`src/rtl/dms_seq_ctrl.sv`:
```
// Sequencing controller for the decryption message system: loads the (n, d, N) key frame,
// frames serial ciphertext blocks, hands them to the modexp datapath and serialises plaintext.
module dms_seq_ctrl #(
  parameter int NW   = 4,
  parameter int KMAX = 32
) (
  input  logic            clk,
  input  logic            reset,
  input  logic            str,
  input  logic            mode,
  output logic [KMAX-1:0] key_d,
  output logic [KMAX-1:0] key_n,
  output logic [5:0]      key_len,
  output logic            key_valid,
  output logic            cfg_err,
  output logic [KMAX-1:0] ct_data,
  output logic            ct_valid,
  input  logic            ct_ready,
  input  logic [KMAX-1:0] pt_data,
  input  logic            pt_valid,
  output logic            pt_ready,
  output logic            msg,
  output logic            frame,
  output logic            busy,
  output logic [3:0]      fsm_state
);

  localparam int LW = $clog2(KMAX);
  localparam logic [NW-1:0] N_MAX = NW'(LW);

  localparam logic [3:0] IDLE    = 4'd0;
  localparam logic [3:0] LOAD_N  = 4'd1;
  localparam logic [3:0] LOAD_D  = 4'd2;
  localparam logic [3:0] LOAD_CN = 4'd3;
  localparam logic [3:0] KEY_OK  = 4'd4;
  localparam logic [3:0] RX_CT   = 4'd5;
  localparam logic [3:0] ISSUE   = 4'd6;
  localparam logic [3:0] WAIT_PT = 4'd7;
  localparam logic [3:0] TX_PT   = 4'd8;

  // Handshakes: a block moves on ct_valid&ct_ready, plaintext on pt_valid&pt_ready, both
  // sampled at the rising edge; valid stays high and data stays stable until that edge.

  logic [3:0]      state;
  logic            mode_q;
  logic [5:0]      bit_cnt;
  logic [NW-1:0]   n_sh;
  logic [KMAX-1:0] pt_q;

  logic            cfg_start;
  logic [NW-1:0]   n_next;
  logic [5:0]      last_idx;
  logic            bit_last;
  logic [LW-1:0]   tx_idx;

  assign cfg_start = mode && !mode_q;
  assign n_next    = {n_sh[NW-2:0], str};
  assign last_idx  = key_len - 6'd1;
  assign bit_last  = (bit_cnt == last_idx);
  assign tx_idx    = LW'(last_idx - bit_cnt);
  assign busy      = (state == ISSUE) || (state == WAIT_PT) || (state == TX_PT);
  assign fsm_state = state;

  always_ff @(posedge clk or negedge reset) begin
    if (!reset) begin
      state     <= IDLE;
      mode_q    <= 1'b0;
      bit_cnt   <= '0;
      n_sh      <= '0;
      pt_q      <= '0;
      key_d     <= '0;
      key_n     <= '0;
      key_len   <= '0;
      key_valid <= 1'b0;
      cfg_err   <= 1'b0;
      ct_data   <= '0;
      ct_valid  <= 1'b0;
      pt_ready  <= 1'b0;
      msg       <= 1'b0;
      frame     <= 1'b0;
    end else begin
      mode_q <= mode;
      // A rising mode edge in RX_CT drops the partial block and reloads the key.
      if (cfg_start && (state == IDLE || state == KEY_OK || state == RX_CT)) begin
        n_sh      <= {{(NW-1){1'b0}}, str};
        bit_cnt   <= 6'd1;
        key_valid <= 1'b0;
        cfg_err   <= 1'b0;
        key_d     <= '0;
        key_n     <= '0;
        key_len   <= '0;
        ct_data   <= '0;
        state     <= LOAD_N;
      end else begin
        case (state)
          LOAD_N, LOAD_D, LOAD_CN: begin
            if (!mode) begin
              cfg_err <= 1'b1;
              key_d   <= '0;
              key_n   <= '0;
              key_len <= '0;
              bit_cnt <= '0;
              state   <= IDLE;
            end else if (state == LOAD_N) begin
              n_sh    <= n_next;
              bit_cnt <= bit_cnt + 6'd1;
              if (bit_cnt == 6'(NW - 1)) begin
                bit_cnt <= '0;
                if (n_next != '0 && n_next <= N_MAX) begin
                  key_len <= 6'd1 << n_next;
                  state   <= LOAD_D;
                end else begin
                  cfg_err <= 1'b1;
                  state   <= IDLE;
                end
              end
            end else if (state == LOAD_D) begin
              key_d   <= {key_d[KMAX-2:0], str};
              bit_cnt <= bit_cnt + 6'd1;
              if (bit_last) begin
                bit_cnt <= '0;
                state   <= LOAD_CN;
              end
            end else begin
              key_n   <= {key_n[KMAX-2:0], str};
              bit_cnt <= bit_cnt + 6'd1;
              if (bit_last) begin
                bit_cnt   <= '0;
                key_valid <= 1'b1;
                state     <= KEY_OK;
              end
            end
          end
          KEY_OK: begin
            if (!mode && str) begin
              bit_cnt <= '0;
              ct_data <= '0;
              state   <= RX_CT;
            end
          end
          RX_CT: begin
            if (!mode) begin
              ct_data <= {ct_data[KMAX-2:0], str};
              bit_cnt <= bit_cnt + 6'd1;
              if (bit_last) begin
                bit_cnt  <= '0;
                ct_valid <= 1'b1;
                state    <= ISSUE;
              end
            end
          end
          ISSUE: begin
            if (ct_ready) begin
              ct_valid <= 1'b0;
              pt_ready <= 1'b1;
              state    <= WAIT_PT;
            end
          end
          WAIT_PT: begin
            if (pt_valid) begin
              pt_q     <= pt_data;
              pt_ready <= 1'b0;
              bit_cnt  <= '0;
              state    <= TX_PT;
            end
          end
          TX_PT: begin
            if (bit_cnt == key_len) begin
              frame   <= 1'b0;
              msg     <= 1'b0;
              bit_cnt <= '0;
              state   <= KEY_OK;
            end else begin
              frame   <= 1'b1;
              msg     <= pt_q[tx_idx];
              bit_cnt <= bit_cnt + 6'd1;
            end
          end
          default: state <= IDLE;
        endcase
      end
    end
  end

endmodule
```
`config.mk`:
```
export PLATFORM = sky130hd
export DESIGN_NAME = dms_seq_ctrl
export DESIGN_NICKNAME = d
export VERILOG_FILES = /design/src/rtl/dms_seq_ctrl.sv
export SDC_FILE = /design/constraint.sdc
export NUM_CORES = 1
export LEC_CHECK = 0
export CAP_MARGIN = 15
export CELL_PAD_IN_SITES_DETAIL_PLACEMENT = 2
export CELL_PAD_IN_SITES_GLOBAL_PLACEMENT = 2
export CORE_MARGIN = 2
export CORE_UTILIZATION = 35
export DETAILED_ROUTE_END_ITERATION = 8
export PLACE_DENSITY_LB_ADDON = 0.1
export SLEW_MARGIN = 15
export SYNTH_ARGS = -nofsm -noshare
export SYNTH_HDL_FRONTEND = slang
export SYNTH_SLANG_ARGS = --single-unit
```
`constraint.sdc`:
```
create_clock -name clk -period 4.1 [get_ports clk]
set_input_delay 0.41 -clock clk [delete_from_list [all_inputs] [get_ports clk]]
set_output_delay 0.41 -clock clk [all_outputs]
set_load 0.05 [all_outputs]
```
==> flow_metrics.py <==
metrics = {
    "yosys": {
        "netlist_top_cells_area": "dfrtp_1 55%, nand2_1 7.9%, mux2_2 6.4%, o21ai_0 5.5%, a22o_1 4.1%",
        "syn_area_per_cell_sq_um": 10.6,
        "synth_cell_types": 63,
        "synth_ff_type": "dfrtp_1",
        "syn_inst": 661,
        "synth_warnings": 0,
        "yosys.area.top_type": "dfrtp_1",
        "synth_sequential_area_ratio_pct": 55.0,
        "ys_seq_elements": 154,
        "async_flop_share_pct": 100,
        "synth_top_area_share_pct": 55.0,
        "netlist_area_sq_mm": 0.00700,
        "syn-num-nets": 706,
        "synth_edf_count": 0,
    },
    "status": {
        "outcome": "finished clean",
    },
    "setup_path": {
        "cp_common_cell": "nand2_1",
        "crit_type": "flip-flop to primary output",
        "crit_arrival_ns": 2.83,
        "crit_chain": "nor2b_1 > nand2_1 > nand2_1 > clkdlybuf4s50_1",
        "slowest_stage": "clkdlybuf4s50_1",
        "worst-path-buf-inv": 1,
        "critPathMaxFanout": 19,
        "cpPeakStageDelay_ns": 0.82,
        "crit_family": "simple AND/OR/NAND/NOR gates",
        "critical_path.startpoint_type": "flip-flop",
        "worstSetupEndpointType": "primary output",
        "cp.required_ns": 3.69,
    },
    "clock_tree": {
        "cts_num_sinks": 154,
        "root_buffer": "clkbuf_16",
        "cts_buffer_depth": 2,
        "hold_buffers": 0,
        "insertion_delay_ns": 0.42,
        "cts_resized": 0,
        "post_cts_buffers": 0,
        "numCtsBuffers": 17,
        "htree_levels": 4,
        "clk_pin_slew_ns": 0.07,
        "cts_tree": "built",
    },
    "final_layout": {
        "final_core_util_pct": 47.8,
        "syn_to_final_growth_pct": 33.4,
        "drive_gt1_share_pct": 13.5,
        "antenna_cells": 0,
        "fin_area_sq_mm": 0.00934,
        "nets": 841,
        "num-fill-cells": 2002,
    },
    "global_route": {
        "grt-ovfl-total": 0,
        "antenna_found_initial": 0,
        "grt_pass1_wl_mm": 34.0,
        "grt_usage_pct": 19.9,
        "grt_pass1_vias": 6137,
        "grt_start_max_net_pins": 89,
    },
    "job": {
        "drv_cap": 0,
    },
    "power": {
        "totalPowerFinal_mw": 5.40,
        "leakagePower_nw": 3.94,
        "power.density_mw_per_mm2": 578,
        "peakVddDrop_mv": 0.322,
    },
    "die": {
        "die_w_microns": 145,
        "core_sq_mm": 0.0195,
        "dieHeight_microns": 145,
        "dieArea_sq_mm": 0.0212,
        "num_rows": 51,
        "io_pins": 151,
        "start_util_pct": 35.9,
    },
    "place": {
        "io_buffers": 150,
        "placed_area_sq_mm": 0.00875,
        "routabilityCongestion": 0.826,
        "hpwl_mm": 14.0,
    },
    "routing": {
        "first_pass_iters": 4,
        "vias": 5592,
        "wl_per_cell_microns": 19.1,
        "avgViaCountPerCell": 5.21,
        "drc": 0,
        "drt_iter0_markers": 257,
        "ant_nets": 0,
        "drt_wl_total_mm": 20.5,
    },
    "sta": {
        "relSlewSlack_pct": 33.4,
        "rsz0062_at_grt": "false",
        "setup_tns_ns": 0,
        "hold_violations": 0,
        "fmax_mhz": 309,
        "worst_slew_pin_slew_ns": 0.999,
        "finalSetupViolations": 0,
        "period_needed_ns": 3.24,
        "min_period_over_period_pct": 79.0,
        "maxSlewViolCount": 0,
        "clock_skew_ns": 0.0103,
    },
    "min_path": {
        "min_path_type": "primary input to async pin",
    },
}
-- where the power goes --
| group | internal (mW) | switching [mW] |
|---|---|---|
| Combinational | 0.679 | 1.26 |
| Clock | 0.881 | 0.713 |
| Sequential | 1.66 | 0.214 |
-- cell families (layout without fill, tap and decap cells) --
| family | count (synthesis) | in the layout | share of synthesized area [%] |
|---|---|---|---|
| muxes | 53 | 53 | 9.86 |
| DFF | 154 | 154 | 55.0 |
| xor gates and xnor gates | 11 | 11 | 1.38 |
| and+or+nand+nor | 224 | 224 | 14.4 |
| AOI/OAI and AO/OA | 159 | 159 | 14.8 |
| buffers and inverters | 53 | 201 | 3.11 |
| adders and majority gates | 7 | 7 | 1.36 |
-- registers in the layout, summed over array words and instances, names as in the netlist --
signal and flops:
key_n 32, bit_cnt 6, frame 1, key_d 32, key_len 6, ct_data 32
ct_valid 1, key_valid 1, fsm_state 4, pt_q 32, n_sh 3, cfg_err 1
msg 1, pt_ready 1, mode_q 1
-- cell type report --
class	count	area [sq um]	area share, %
Tap cell	265	332	3.55
Clock inverter	14	153	1.63
Sequential cell	154	3850	41.3
Clock buffer	18	439	4.70
Multi-Input combinational cell	454	2950	31.6
Inverter	10	37.5	0.402
Timing Repair Buffer	159	1570	16.8
-- placed cells by master, fill, tap and decap left out, types with 5 or more instances in the layout --
master and count:
a21oi_1 17, a22o_1 33, buf_4 9, clkbuf_16 17
clkdlybuf4s50_1 149, dfrtp_1 154, ha_1 6, inv_1 10
mux2_2 40, mux4_2 8, nand2_1 148, nand2b_1 9
nand3_1 9, nor2_1 14, nor2b_1 5, nor3_1 10
nor4_1 6, o21ai_0 77, xnor2_1 8
-- metrics by stage --
stage	hold WS [ns]	std cells	setup slack (ns)
after floorplan	0.114	661	1.20
after global placement	0.465	1042	1.08
after detailed placement	0.479	1042	0.817
after CTS	0.0914	1074	0.873
after global routing	0.111	1074	0.668
final	0.0314	1074	0.863
-- synthesized netlist by cell type (3+ instances only) --
library cell and n:
nand4_1 4, or3_1 3, nand3_1 9, nor3_1 10
xor2_1 3, dfrtp_1 154, nand2_1 148, a21oi_1 18
clkbuf_1 37, nor2b_1 5, o41ai_1 3, nand2b_1 9
inv_1 10, mux4_2 8, ha_1 6, nor2_1 14
o21ai_1 4, buf_1 3, a22o_1 33, mux2i_1 3
mux2_2 40, o21ai_0 77, nor4_1 7, xnor2_1 8
-- final timing paths --
kind | start | endpoint | slack [ns] | cells past startpoint
setup / recovery | fsm_state[2] | busy | 0.86 | 4
hold / removal | reset | key_n[14] | 0.03 | 1
setup reg to reg | fsm_state[0] | bit_cnt[3] | 1.04 | 7
hold reg to reg | frame | frame | 0.50 | 2
max in group asynchronous | reset | ct_data[28] | 2.98 | 2
min in group clk | frame | frame | 0.50 | 2
-- metal layers --
metal | wire (microns) | track usage (%)
met1 | 8850 | 25.3
met2 | 10600 | 34.7
met3 | 798 | 4.01
met4 | 274 | 5.44
met5 | 0 | 0
No activity file was read; power rests on OpenSTA's default activity.
